<file path="src/rtl/nn_dense_neuron_if.sv">
// Stream bundle for the dense neuron: x/w beats in, 8-bit result out.
// The master side drives beats and accepts results; the slave side is the neuron.
interface nn_dense_neuron_if;
    logic       in_valid;
    logic       in_ready;
    logic [7:0] x;
    logic [7:0] w;
    logic       out_valid;
    logic       out_ready;
    logic [7:0] out_data;

    modport master (
        output in_valid, x, w, out_ready,
        input  in_ready, out_valid, out_data
    );

    modport slave (
        input  in_valid, x, w, out_ready,
        output in_ready, out_valid, out_data
    );
endinterface

</file>
<file path="src/rtl/nn_dense_neuron.sv">
// Single-neuron MAC: bias load, N_INPUTS x*w beats, shift, saturate.
// Define NN_DENSE_RELU_EN to clamp negative results to zero (range 0..127).
module nn_dense_neuron #(
    parameter int N_INPUTS = 16,
    parameter int ACC_W    = 24,
    parameter int SHIFT    = 6
) (
    input  logic                clk,
    input  logic                rst_n,
    input  logic                start,
    input  logic [15:0]         bias,
    input  logic                abort,
    output logic                busy,
    nn_dense_neuron_if.slave    io
);
    localparam int CNT_W = (N_INPUTS > 1) ? $clog2(N_INPUTS) : 1;
    localparam logic [CNT_W-1:0] LAST = CNT_W'(N_INPUTS - 1);
    localparam logic signed [ACC_W-1:0] SAT_HI = ACC_W'(127);
    localparam logic signed [ACC_W-1:0] SAT_LO = ACC_W'(-128);

    typedef enum logic [1:0] {
        IDLE,
        ACCUM,
        RESULT
    } state_t;

    state_t state;
    state_t state_next;

    logic signed [ACC_W-1:0] acc;
    logic signed [ACC_W-1:0] sum;
    logic signed [ACC_W-1:0] shifted;
    logic signed [16:0]      prod;
    logic [CNT_W-1:0]        count;
    logic [7:0]              result;
    logic                    beat;
    logic                    last;

    assign beat = io.in_valid && (state == ACCUM);
    assign last = (count == LAST);
    assign busy = (state != IDLE);

    // Product of unsigned activation and signed weight, then the post-processed result
    always_comb begin
        prod    = 17'($signed({1'b0, io.x})) * 17'($signed(io.w));
        sum     = acc + {{(ACC_W-17){prod[16]}}, prod};
        shifted = sum >>> SHIFT;
        result  = shifted[7:0];
`ifdef NN_DENSE_RELU_EN
        if (shifted[ACC_W-1]) begin
            result = 8'h00;
        end else if (shifted > SAT_HI) begin
            result = 8'h7F;
        end
`else
        if (shifted > SAT_HI) begin
            result = 8'h7F;
        end else if (shifted < SAT_LO) begin
            result = 8'h80;
        end
`endif
    end

    // State register
    always_ff @(posedge clk or negedge rst_n) begin
        if (!rst_n) begin
            state <= IDLE;
        end else begin
            state <= state_next;
        end
    end

    // Next-state and handshake outputs; abort wins over everything else
    always_comb begin
        state_next   = state;
        io.in_ready  = 1'b0;
        io.out_valid = 1'b0;
        unique case (state)
            IDLE: begin
                if (start) begin
                    state_next = ACCUM;
                end
            end
            ACCUM: begin
                io.in_ready = 1'b1;
                if (beat && last) begin
                    state_next = RESULT;
                end
            end
            RESULT: begin
                io.out_valid = 1'b1;
                if (io.out_ready) begin
                    state_next = IDLE;
                end
            end
            default: state_next = IDLE;
        endcase
        if (abort) begin
            state_next = IDLE;
        end
    end

    // Accumulator, beat counter and registered result
    always_ff @(posedge clk or negedge rst_n) begin
        if (!rst_n) begin
            acc         <= '0;
            count       <= '0;
            io.out_data <= 8'h00;
        end else if (abort) begin
            acc   <= '0;
            count <= '0;
        end else if (state == IDLE && start) begin
            acc   <= {{(ACC_W-16){bias[15]}}, bias};
            count <= '0;
        end else if (beat) begin
            acc   <= sum;
            count <= count + 1'b1;
            if (last) begin
                io.out_data <= result;
            end
        end
    end
endmodule

</file>
<file path="src/flat_wrapper.sv">
// flat-port wrapper written by rule: the top's interface ports become plain ports
module nn_dense_neuron_flat 
#(
    parameter int N_INPUTS = 16,
    parameter int ACC_W    = 24,
    parameter int SHIFT    = 6
)
  (clk, rst_n, start, bias, abort, busy, io_in_valid, io_x, io_w, io_out_ready, io_in_ready, io_out_valid, io_out_data);
  nn_dense_neuron_if io_i ();
  input  logic clk;
  input  logic rst_n;
  input  logic start;
  input  logic [15:0] bias;
  input  logic abort;
  output logic busy;
  input wire logic [$bits(io_i.in_valid)-1:0] io_in_valid;
  input wire logic [$bits(io_i.x)-1:0] io_x;
  input wire logic [$bits(io_i.w)-1:0] io_w;
  input wire logic [$bits(io_i.out_ready)-1:0] io_out_ready;
  output wire logic [$bits(io_i.in_ready)-1:0] io_in_ready;
  output wire logic [$bits(io_i.out_valid)-1:0] io_out_valid;
  output wire logic [$bits(io_i.out_data)-1:0] io_out_data;
  assign io_i.in_valid = io_in_valid;
  assign io_i.x = io_x;
  assign io_i.w = io_w;
  assign io_i.out_ready = io_out_ready;
  assign io_in_ready = io_i.in_ready;
  assign io_out_valid = io_i.out_valid;
  assign io_out_data = io_i.out_data;
  nn_dense_neuron #(.N_INPUTS(N_INPUTS), .ACC_W(ACC_W), .SHIFT(SHIFT)) u_core (.clk(clk), .rst_n(rst_n), .start(start), .bias(bias), .abort(abort), .busy(busy), .io(io_i));
endmodule
</file>
<file path="config.mk">
export PLATFORM = sky130hd
export DESIGN_NAME = nn_dense_neuron_flat
export DESIGN_NICKNAME = d
export VERILOG_FILES = /design/src/rtl/nn_dense_neuron_if.sv /design/src/rtl/nn_dense_neuron.sv /design/src/flat_wrapper.sv
export SDC_FILE = /design/constraint.sdc
export NUM_CORES = 1
export LEC_CHECK = 0
export CORE_UTILIZATION = 55
export CTS_CLUSTER_SIZE = 20
export DETAILED_ROUTE_END_ITERATION = 12
export PLACE_DENSITY = 0.77
export SLEW_MARGIN = 25
export SYNTH_ARGS = -nofsm -noshare
export SYNTH_HDL_FRONTEND = slang
export SYNTH_SLANG_ARGS = --single-unit
export TNS_END_PERCENT = 20
</file>
<file path="constraint.sdc">
create_clock -name clk -period 3.56 [get_ports clk]
set_input_delay 0.89 -clock clk [delete_from_list [all_inputs] [get_ports clk]]
set_output_delay 0.89 -clock clk [all_outputs]
set_load 0.02 [all_outputs]
</file>
Word-level counts from Yosys, hierarchy flattened. Index checks and enable logic that the tools add are counted.

Register bits after elaboration: 38. Latch bits: 0. Bits in writable memories: 0. ROM bits: 0. Bits of input ports: 38. Output and inout port bits: 11. Word-level logic and storage cells: 40. Memories: 0.

Add/sub/neg operators: 2. $mul: 1. Divide/modulo/power cells: 0. Magnitude comparators: 2. Equality and inequality tests: 6. Shifts and indexed selects: 0. Muxes and demuxes: 15. Bitwise gates (word level): 2. Reductions and logical operators: 8.

Operator list (count): $mux 24 (3); $add 24x24->24 (1); $gt 18x8->1 const B (1); $lt 18x8->1 const B (1); $mul 9x8->17 (1); $mux 8 (2); $mux 4 (3); $ne 3x3->1 const B (3); $mux 2 (4); $pmux 2 s3 (1); $add 4x1->4 const B (1); $eq 4x4->1 const B (1); $reduce_and 4->1 (1); $logic_and 1x1->1 (3); $reduce_and 3->1 (1); $reduce_bool 3->1 (1); $eq 2x1->1 const B (1); $eq 2x2->1 const B (1); $logic_not 2->1 (1); $mux 1 (2); $not 1->1 (2); $reduce_bool 2->1 (1).

Depth between registers and ports, before layout. Gate-level depths: netlist of run 1.

Depth in word-level cells: 6. Depth in mapped cells: 28. Mapped depth without buffers: 27.

Worst setup path after synthesis of run 1. No wires, ideal clock.

Path kind: input port to flip-flop. Start point: in io_w[7]. End point: reg u_core.io.out_data[6]. Setup time: 0.142 ns. Arrival: 7.009 ns. Data required time: 3.418 ns. Path slack: -3.591 ns. Stages on the path: 23. Path through: inv_1 > nor2_1 > fa_1 > fa_1 > fa_1 > inv_1 > fa_1 > inv_1 > ha_1 > o21a_1 > o21ai_0 > o21ai_0 > a31o_2 > a21oi_1 > xnor2_1 > ha_1 > nand4_1 > or3_1 > o21a_1 > o311ai_0 > xor3_2 > nor2_1 > o32ai_1.

Longest elaborated chain between the ends: 5.

Ends and longest elaborated chain: start, declared (RTL line flat_wrapper.sv:18) `input wire logic [$bits(io_i.w)-1:0] io_w;`; $mul 9x8->17 (*) (RTL line nn_dense_neuron.sv:45) `prod = 17'($signed({1'b0, io.x})) * 17'($signed(io.w));`; $add 24x24->24 (*) (RTL line nn_dense_neuron.sv:46) `sum = acc + {{(ACC_W-17){prod[16]}}, prod};`; $lt 18x8->1 (RTL line nn_dense_neuron.sv:58) `end else if (shifted < SAT_LO) begin`; $mux 8 (RTL line nn_dense_neuron.sv:58); $mux 8 (*) (RTL line nn_dense_neuron.sv:56) `if (shifted > SAT_HI) begin`; end signal, assigned (RTL line nn_dense_neuron.sv:119) `io.out_data <= result;`; end, declared (RTL line nn_dense_neuron_if.sv:19) `output in_ready, out_valid, out_data`.

Mark *: on every way between the ends. The rest lies on a longest branch, timed or not. A chain may end at the register's enable or synchronous reset.

Worst setup path after layout of run 1.
Start point: in io_w[7]. End point: reg u_core.io.out_data[2].

Same word-level chain as after synthesis.

==> reports/qor.yml, run 1 <==
pin_count: 49
grt_pass1_wl_um: 26000
violations: "negative setup slack"
mappedNetlistArea_mm2: 0.00526
totalWireLength_um: 15900
hp-class: "register to register"
synth_top_area_cell: "dfrtp_1"
numClockSinks: 38
cts_hold_repair.buffers: 0
outcome: "complete, but fails checks"
critPathLaunchType: "primary input"
synth_cell_types: 58
grt_max_degree: 39
setup_tns_ns: -66.65
dr.pass1.iters: 4
yosysTopAreaCellShare: 0.181
synth-main-ff-cell: "dfrtp_1"
die_w_um: 99.8
seq_area_frac_synth: 0.181
num-nets-final: 936
grt_pass1_vias: 5559
timing.final.ws_setup_ns: -3.17
power.leakage_nw: 3.70
cts_made_buffers: 5
rr_startpoint: "u_core.acc[0]"
clk_pin_slew_ns: 0.08
reg2reg_slack_ns: 0.18
synth_seq_cells: 38
coreArea_mm2: 0.00924
grt_overflow_total: 0
drive_above_1_share: 0.353
dieArea_mm2: 0.00997
wl_met1_um: 6720
final_cells: 920
cts_max_path_buffers: 2
place.gp.congestion: 0.904
cts_tree: "done"
async_reset_ff_frac: 1.00
synth_cells: 613
clock_skew_ns: 0.00396
avgViaCountPerCell: 5.75
row_count: 35
finalInstanceArea_mm2: 0.00777
critical_path_class: "primary input to register"
cts_root_buffer: "clkbuf_8"
cp.arrival_ns: 6.90
diodes: 0
grt_antenna_before_repair: 0
io_buffers: 48
synth_edf_count: 0
synth_nets: 758
drv_slew: 0
min_period_over_period: 1.89
highest_layer: "met4"
syn_to_final_growth_pct: 47.6
hpwl_um: 11400
wl_met3_um: 676
max_slew_margin: 0.276
power_density_mw_per_mm2: 783
r2r_end: "u_core.io.out_data[2]"
max_freq_mhz: 149
finalSetupViolations: 28
dpl_cell_area_mm2: 0.00695
drc: 0
ff2ff_path_depth: 11
endpoint_kind: "register"
total_power_w: 0.00609
synth_warnings: 0
htree_num_levels: 2
worstMarginPinSlew_ns: 1.08
grtUsageTotal: 0.330
critPathMaxFanout: 7
placedCellCount: 892
wl_met2_um: 8180
synthTopCellsByArea: "dfrtp_1 18%, ha_1 16%, fa_1 14%"
avgSynthCellArea_um2: 8.59
irDropWorstVdd_mv: 0.572
drv_cap: 0
hp-start: "u_core.io.out_data[7]"
drt_iter0_markers: 237
grt_setup_unrepaired: "yes"
required_ns: 3.73
worstHoldPathCells: 1
clk_latency_ns: 0.30
wl_per_cell_um: 17.3
final_antenna_net_count: 0
vias: 5286
die_y_um: 99.8
hold_end: "u_core.io.out_data[7]"
timing.final.crit_period_ns: 6.73
finalHoldViolations: 0
nFillCells: 528
initial_core_util: 0.570
==> repair_timing <==
| item | 4_1_cts | 5_1_grt |
|---|---|---|
| gates cloned | 1 | 0 |
| setup buffers | 11 | 11 |
| endpoints found under the setup margin | 29 | 29 |
| gates resized for setup | 148 | 43 |
| pin swaps | 58 | 28 |
==> routing by layer <==
metal,global-route usage,vias up
met5,0,-
met4,0.0973,0
met3,0.0376,40
met2,0.605,172
met1,0.406,2568
li1,-,2506
==> cells by family after synthesis <==
family                     count (synthesis)  share of synthesized area
AOI/OAI and AO/OA                        141                      0.192
xor gates and xnor gates                  32                     0.0563
adders and majority gates                107                      0.309
buffers and inverters                     79                     0.0616
DFF                                       38                      0.181
muxes                                      1                    0.00190
and+or+nand+nor                          215                      0.199
==> layout by cell type, fill, tap and decap left out, drive strengths merged, types with 3 or more instances in the layout <==
| cell | netlist | routed |
|---|---|---|
| nor2 | 54 | 54 |
| o41ai | 6 | 6 |
| a21o | 11 | 11 |
| a31oi | 7 | 7 |
| nand4 | 8 | 8 |
| fa | 38 | 38 |
| nor2b | 3 | 3 |
| xnor2 | 21 | 21 |
| ha | 69 | 69 |
| buf | 1 | 154 |
| or3 | 3 | 3 |
| xor2 | 10 | 10 |
| a211oi | 7 | 7 |
| dfrtp | 38 | 38 |
| a21oi | 31 | 31 |
| clkdlybuf4s50 | 0 | 31 |
| nand3 | 8 | 8 |
| a311oi | 11 | 11 |
| o211ai | 8 | 8 |
| inv | 64 | 63 |
| clkbuf | 14 | 7 |
| and2 | 47 | 47 |
| o21bai | 6 | 6 |
| nor3 | 14 | 14 |
| nand2 | 66 | 66 |
| o21a | 7 | 7 |
| or4 | 3 | 3 |
| o32ai | 7 | 7 |
| o21ai | 24 | 24 |
==> per-stage QoR <==
| stage | setup slack [ns] | util | hold WS (ns) |
|---|---|---|---|
| finish | -3.17 | 0.841 | 0.494 |
| global route | -3.40 | 0.841 | 0.519 |
| CTS | -3.06 | 0.816 | 0.494 |
| detailed placement | -4.03 | 0.752 | 0.472 |
| global placement | -3.86 | 0.752 | 0.470 |
| floorplan | -2.99 | - | 0.448 |
==> registers in the layout (all words and copies together) (netlist names) <==
signal,count
u_core.acc,24
u_core.io.out_data,8
u_core.count,4
u_core.state,2
==> area by class of cell <==
| class | instances | area, um^2 | area share |
|---|---|---|---|
| multi-input cells | 496 | 4740 | 0.610 |
| well taps | 129 | 161 | 0.0208 |
| inverters | 64 | 244 | 0.0314 |
| clock inverters | 1 | 30.0 | 0.00386 |
| repair buffers | 186 | 1560 | 0.201 |
| flip-flops and latches | 38 | 951 | 0.122 |
| clock buffers | 6 | 82.6 | 0.0106 |
==> synthesized netlist by cell type (10+ instances only) <==
| library cell | instances |
|---|---|
| fa_1 | 38 |
| nor3_1 | 14 |
| xnor2_1 | 21 |
| clkbuf_1 | 12 |
| ha_1 | 69 |
| nor2_1 | 54 |
| inv_1 | 64 |
| and2_1 | 47 |
| a21oi_1 | 30 |
| nand2_1 | 66 |
| xor2_1 | 10 |
| a21o_1 | 11 |
| o21ai_0 | 24 |
| a311oi_1 | 11 |
| dfrtp_1 | 38 |
==> power by group <==
part	internal [W]	leakage [nW]	switching [W]
Clock	0.000224	0.0573	0.000155
Sequential	0.000470	0.509	0.0000414
Combinational	0.00255	3.13	0.00265
==> critical path: stages <==
cell and delay [ns]:
buf_8 0.08, clkinvlp_4 0.14, nor2_4 0.14, fa_1 0.45, fa_1 0.50, fa_1 0.52
inv_2 0.04, fa_1 0.54, inv_2 0.05, ha_4 0.21, o21a_1 0.18, o21ai_2 0.18
o21ai_2 0.09, a31o_2 0.23, a21oi_4 0.19, xnor2_4 0.12, buf_12 0.16, ha_4 0.29
buf_6 0.10, nand4_1 0.09, buf_4 0.16, o41ai_4 0.29, a31oi_2 0.10, or4_4 0.56
nor4_4 0.30, buf_6 0.18, o32ai_2 0.09
==> worst max path at each step <==
stage	startpoint	to	slack (ns)	cells past startpoint
floorplan	io_x[7]	u_core.io.out_data[0]	-2.99	22
global placement	io_w[2]	u_core.io.out_data[0]	-3.86	30
detailed placement	io_x[4]	u_core.io.out_data[6]	-4.03	27
CTS	io_w[4]	u_core.io.out_data[5]	-3.06	26
global route	io_w[7]	u_core.io.out_data[2]	-3.40	30
finish	io_w[7]	u_core.io.out_data[2]	-3.17	27
No activity file was read; power rests on OpenSTA's default activity.
==> run 2, diff against run 1 <==
--- a/config.mk
+++ b/config.mk
@@ -5,10 +5,10 @@
 export SDC_FILE = /design/constraint.sdc
 export NUM_CORES = 1
 export LEC_CHECK = 0
-export CORE_UTILIZATION = 55
+export CORE_UTILIZATION = 26
+export CTS_CLUSTER_DIAMETER = 50
 export CTS_CLUSTER_SIZE = 20
 export DETAILED_ROUTE_END_ITERATION = 12
-export PLACE_DENSITY = 0.77
 export SLEW_MARGIN = 25
 export SYNTH_ARGS = -nofsm -noshare
 export SYNTH_HDL_FRONTEND = slang
==> run 2 against run 1 <==
Against the previous run:
- the run still ends with negative setup slack left
- first-iteration DRC count decreased by 24%
- worst hold slack barely moved
- flip-flop and latch count unchanged
- worst setup slack better by 0.0012 ns
- cell count is 16% higher
- sequential power is essentially flat
- critical path depth decreased by 2
- sequential share of layout area decreased by 0.31 points
- wire length shrank 6.9%
- critical endpoint is now u_core.io.out_data[0]
- largest cell class unchanged
==> reports/qor.yml, run 2 (same netlist as run 1, synthesis figures left out) <==
grt_max_degree: 39  # unchanged
clk_latency_ns: 0.28  # -0.02 ns
vias: 4978  # -5.8%
die_y_um: 144  # +45%
total_power_w: 0.00609  # +0.10%
cts_made_buffers: 5  # unchanged
clk_pin_slew_ns: 0.06  # -0.02 ns
outcome: "complete, but fails checks"
final_cell_mix: "136 x buf_4, 66 x nand2_1, 54 x inv_1"
pin_count: 49  # unchanged
grt_setup_unrepaired: "yes"
grt-busiest-layer: "met2"
top_register: "u_core.acc"
row_count: 51  # +46%
cp.arrival_ns: 6.89  # about the same
endpoint_kind: "register"
timing.final.crit_period_ns: 6.73  # -0.00119 ns
hold_ws_ns: 0.493  # -0.000207 ns
wl_per_cell_um: 13.9  # -20%
cts_tree: "done"
setup.worst_path.end: "u_core.io.out_data[0]"
met3_usage: 0.0132  # -0.0244
critPathLaunchType: "primary input"
dr.pass1.iters: 4  # unchanged
grt_overflow_total: 0  # unchanged
cts_max_path_buffers: 2  # unchanged
grt_pass1_vias: 5101  # -8.2%
io_buffers: 48  # unchanged
power.leakage_nw: 3.70  # about the same
place.gp.congestion: 0.846  # -6.4%
largest_register_ffs: 24  # unchanged
irDropWorstVdd_mv: 0.415  # -28%
htree_num_levels: 2  # unchanged
max_freq_mhz: 149  # about the same
critical_path_class: "primary input to register"
hpwl_um: 11700  # +2.8%
violations: "negative setup slack"
syn_to_final_growth_pct: 51.4
cts_root_buffer: "clkbuf_16"
ff2ff_path_depth: 12  # +1
timing.final.ws_setup_ns: -3.17  # +0.00119 ns
drive_above_1_share: 0.351  # -0.00191
totalWireLength_um: 14800  # -6.9%
hp-class: "register to register"
power_density_mw_per_mm2: 764  # -2.4%
finalHoldViolations: 0  # unchanged
largestRegisters: "u_core.acc: 24 flops, u_core.io.out_data: 8 flops, u_core.count: 4 flops"
clock_skew_ns: 0.00510  # +0.00115 ns
max_slew_margin: 0.388  # +0.112
numClockSinks: 38  # unchanged
diodes: 0  # unchanged
min_period_over_period: 1.89  # about the same
drt_iter0_markers: 180  # -24%
drv_slew: 0  # unchanged
rr_startpoint: "u_core.acc[0]"
worstMarginPinSlew_ns: 0.916  # -0.168 ns
die_w_um: 144  # +45%
coreArea_mm2: 0.0197  # +110%
grtUsageMet1: 0.218  # -0.188
avgViaCountPerCell: 4.67  # -19%
gr-usage-met2: 0.245  # -0.361
drv_cap: 0  # unchanged
grtUsageTotal: 0.151  # -0.179
num-nets-final: 945  # +0.96%
layout_commonest_cell: "buf_4"
critPathMaxFanout: 7  # unchanged
r2r_end: "u_core.io.out_data[0]"
drc: 0  # unchanged
required_ns: 3.72  # about the same
grt_antenna_before_repair: 0  # unchanged
reg2reg_slack_ns: 0.30  # +0.12 ns
finalSetupViolations: 28  # unchanged
dieArea_mm2: 0.0208  # +110%
initial_core_util: 0.268  # -0.302
startpoint: "io_w[7]"
final_antenna_net_count: 0  # unchanged
grt_pass1_wl_um: 25200  # -3.1%
run 2: cell count changes in the layout (fill, tap and decap cells not counted), moves of 3 or more:
cell,previous run,this run
buf_4,127,136
clkbuf_16,0,5
o21ai_0,13,16
clkbuf_8,6,1
nor2_1,46,49
run 2: how the worst min path moves through the flow:
stage                                from                    end  slack (ns)  depth (start not counted)
global route              u_core.state[1]        u_core.state[0]        0.52                          1
detailed placement  u_core.io.out_data[7]  u_core.io.out_data[7]        0.48                          1
global placement          u_core.state[1]        u_core.state[0]        0.48                          1
CTS                       u_core.state[1]        u_core.state[0]        0.50                          1
finish                    u_core.state[1]        u_core.state[0]        0.49                          1
floorplan                 u_core.state[1]        u_core.state[0]        0.45                          1
run 2: what timing repair did:
item | in CTS | in global routing
setup buffers | 8 | 9
endpoints found under the setup margin | 29 | 29
resized for setup | 110 | 53
pin swaps | 62 | 12
hold buffers | 0 | 0
run 2: layer usage:
| metal | part of all wire | vias up | routed length (um) |
|---|---|---|---|
| met5 | 0 | - | 0 |
| met4 | 0.0060 | 0 | 89 |
| met3 | 0.032 | 5 | 471 |
| met2 | 0.46 | 77 | 6790 |
| met1 | 0.50 | 2381 | 7480 |
| li1 | - | 2515 | - |
run 2: per-stage QoR:
stage                     utilization  TNS, ns  setup WS [ns]  cell area (um^2)  cells
after CTS                       0.392   -67.41          -3.14              7710   1057
after floorplan                     -   -60.93          -2.99              5490    613
after global routing            0.406   -73.65          -3.37              7970   1066
after detailed placement        0.367   -92.85          -4.04              7200   1041
after global placement          0.367   -92.34          -4.02              7200   1041
final                           0.406   -67.35          -3.17              7970   1066
run 2: power by group:
part | internal [W] | leakage [nW] | switching (W) | total (W)
clock network | 0.000421 | 0.0971 | 0.000188 | 0.000609
logic | 0.00255 | 3.09 | 0.00243 | 0.00498
registers | 0.000470 | 0.509 | 0.0000374 | 0.000508
run 2: worst max-delay path: stages:
cell,delay (ns)
buf_4,0.11
clkinvlp_4,0.13
buf_4,0.16
fa_1,0.46
fa_1,0.52
inv_1,0.06
fa_1,0.58
fa_1,0.47
ha_4,0.20
a211oi_4,0.17
o21a_1,0.20
o21ai_2,0.07
a31o_2,0.26
a21oi_4,0.21
xnor2_4,0.10
buf_12,0.16
ha_4,0.28
buf_4,0.11
nand4_1,0.23
o31ai_1,0.42
xor2_1,0.15
or4_4,0.53
nor4_4,0.16
buf_6,0.18
o32ai_2,0.08
run 2: final cells by class:
class	count	area, um^2
flip-flops and latches	38	951
inverters	64	244
clock buffers	6	139
well taps	265	332
repair buffers	195	1610
multi-input cells	496	4630
fillers	1971	11700
clock inverters	2	60.1
==> run 3, diff against run 2 <==
--- a/config.mk
+++ b/config.mk
@@ -9,7 +9,8 @@
 export CTS_CLUSTER_DIAMETER = 50
 export CTS_CLUSTER_SIZE = 20
 export DETAILED_ROUTE_END_ITERATION = 12
-export SLEW_MARGIN = 25
+export MAX_ROUTING_LAYER = met4
+export SLEW_MARGIN = 20
 export SYNTH_ARGS = -nofsm -noshare
 export SYNTH_HDL_FRONTEND = slang
 export SYNTH_SLANG_ARGS = --single-unit
==> constraint.sdc (replaced) <==
create_clock -name clk -period 7.05 [get_ports clk]
set_input_delay 1.7625 -clock clk [delete_from_list [all_inputs] [get_ports clk]]
set_output_delay 1.7625 -clock clk [all_outputs]
set_load 0.02 [all_outputs]
==> run 3 against run 2 <==
Against the previous run:
- the flow still finishes with violations (negative setup slack)
- count of clock-buffer cells in the layout unchanged
- worst setup slack better by 2.7 ns
- flip-flop and latch count stayed put
- die area unchanged
- clock skew is 0.0015 ns higher
==> reports/qor.yml, run 3 (same netlist as run 1, synthesis figures left out) <==
outcome: "complete, but fails checks"
violations: "negative setup slack"
timing.final.ws_setup_ns: -0.498  # +2.67 ns
grt_antenna_before_repair: 0  # unchanged
critPathMaxFanout: 7  # unchanged
max_freq_mhz: 132
cts_max_path_buffers: 2  # unchanged
coreArea_mm2: 0.0197  # unchanged
required_ns: 7.21  # +3.49 ns
pin_count: 49  # unchanged
grt_setup_unrepaired: "yes"
slowest_delay_ns: 0.57  # about the same
htree_num_levels: 2  # unchanged
grt_overflow_total: 0  # unchanged
avgViaCountPerCell: 4.65  # -0.39%
finalSetupViolations: 13  # -54%
critical_path_class: "primary input to register"
clk_pin_slew_ns: 0.06  # about the same
numClockSinks: 38  # unchanged
cts_tree: "done"
die_y_um: 144  # unchanged
critical_path.slowest_cell: "or4_4"
grtUsageTotal: 0.153  # +0.00204
power_density_mw_per_mm2: 363  # -52%
largestRegisters: "u_core.acc: 24 flops, u_core.io.out_data: 8 flops, u_core.count: 4 flops"
irDropWorstVdd_mv: 0.220  # -47%
hpwl_um: 11200  # -4.2%
final_antenna_net_count: 0  # unchanged
totalWireLength_um: 14400  # -3.0%
timing.final.crit_period_ns: 7.55
top_register: "u_core.acc"
final_cell_mix: "121 x buf_4, 65 x nand2_1, 57 x inv_1"
clock_skew_ns: 0.00657  # +0.00147 ns
dr.pass1.iters: 7  # +3
hp-class: "register to register"
grt_pass1_vias: 5051  # -0.98%
drive_above_1_share: 0.316  # -0.0353
diodes: 0  # unchanged
hold_ws_ns: 0.490  # -0.00316 ns
largest_register_ffs: 24  # unchanged
min_period_over_period: 1.07
max_slew_margin: 0.301  # -0.0870
io_buffers: 48  # unchanged
place.gp.congestion: 0.845  # about the same
drt_iter0_markers: 272  # +51%
die_w_um: 144  # unchanged
power.leakage_nw: 3.60  # -2.8%
nFillCells: 2027  # +2.8%
endpoint_kind: "register"
initial_core_util: 0.268  # unchanged
grt_pass1_wl_um: 24700  # -1.8%
grt_max_degree: 39  # unchanged
cpMostUsedCell: "fa_1"
vias: 4889  # -1.8%
clk_latency_ns: 0.29  # about the same
dieArea_mm2: 0.0208  # unchanged
wl_per_cell_um: 13.7  # -1.7%
drc: 0  # unchanged
row_count: 51  # unchanged
cts_hold_repair.buffers: 0  # unchanged
total_power_w: 0.00280  # -54%
cts_made_buffers: 5  # unchanged
cts_root_buffer: "clkbuf_16"
finalHoldViolations: 0  # unchanged
layout_commonest_cell: "buf_4"
cp.arrival_ns: 7.71  # +0.82 ns
drv_slew: 0  # unchanged
num-nets-final: 930  # -1.6%
critPathLaunchType: "primary input"
drv_cap: 0  # unchanged
syn_to_final_growth_pct: 46.4
dp_slack_ns: -1.45  # +2.59 ns
worstMarginPinSlew_ns: 1.05  # +0.130 ns
run 3: worst max-delay path, delay by kind of cell:
| family | cells | cell delay [ns] |
|---|---|---|
| compound gates | 7 | 1.17 |
| xor+xnor | 2 | 0.19 |
| fa+ha+maj | 6 | 2.54 |
| buf+inv | 8 | 0.93 |
| simple gates | 4 | 1.10 |
run 3: stage by stage:
stage	util	area, um^2	instances	TNS [ns]
5_1_grt	0.392	7710	1051	-8.46
3_3_place_gp	0.358	7040	1021	-21.78
4_1_cts	0.389	7650	1049	-4.58
6_report	0.392	7710	1051	-4.52
3_5_place_dp	0.358	7050	1021	-21.95
2_1_floorplan	-	5490	613	-3.24
run 3: per-layer routing:
layer / GRT usage / up-vias / wire length (um)
li1: - / 2490 / -
met1: 0.216 / 2287 / 7440
met2: 0.235 / 96 / 6270
met3: 0.0123 / 16 / 474
met4: 0.0371 / 0 / 197
met5: - / - / 0
run 3: path summary, 6_finish.rpt:
path / startpoint / endpoint / slack [ns] / cells after the start
worst min register to register: u_core.io.out_data[7] / u_core.io.out_data[7] / 0.49 / 1
worst max register to register: u_core.acc[0] / u_core.io.out_data[4] / 3.63 / 11
min in group asynchronous: rst_n / u_core.acc[20] / 1.58 / 1
worst max-delay path: io_w[5] / u_core.io.out_data[4] / -0.50 / 27
max in group asynchronous: rst_n / u_core.acc[1] / 4.90 / 1
worst min-delay path: u_core.io.out_data[7] / u_core.io.out_data[7] / 0.49 / 1
run 3: repair_timing:
action	CTS	global route
pin swaps	71	8
resized for setup	134	7
cloned	1	0
hold endpoints to repair	0	0
endpoints found under the setup margin	21	19
buffers inserted	20	2
run 3: layout make-up:
class                      count  area (um^2)  area share
sequential                    38          951       0.123
multi-input combinational    497         4530       0.588
tap                          265          332      0.0430
clock inverter                 2         12.5     0.00162
inverter                      64          244      0.0317
timing repair buffer         179         1500       0.195
clock buffer                   6          139      0.0180
run 3: where the power goes:
part / switching, W / total [W] / internal [W]
Clock: 0.0000944 / 0.000235 / 0.000140
Sequential: 0.0000181 / 0.000256 / 0.000238
Combinational: 0.00116 / 0.00231 / 0.00114
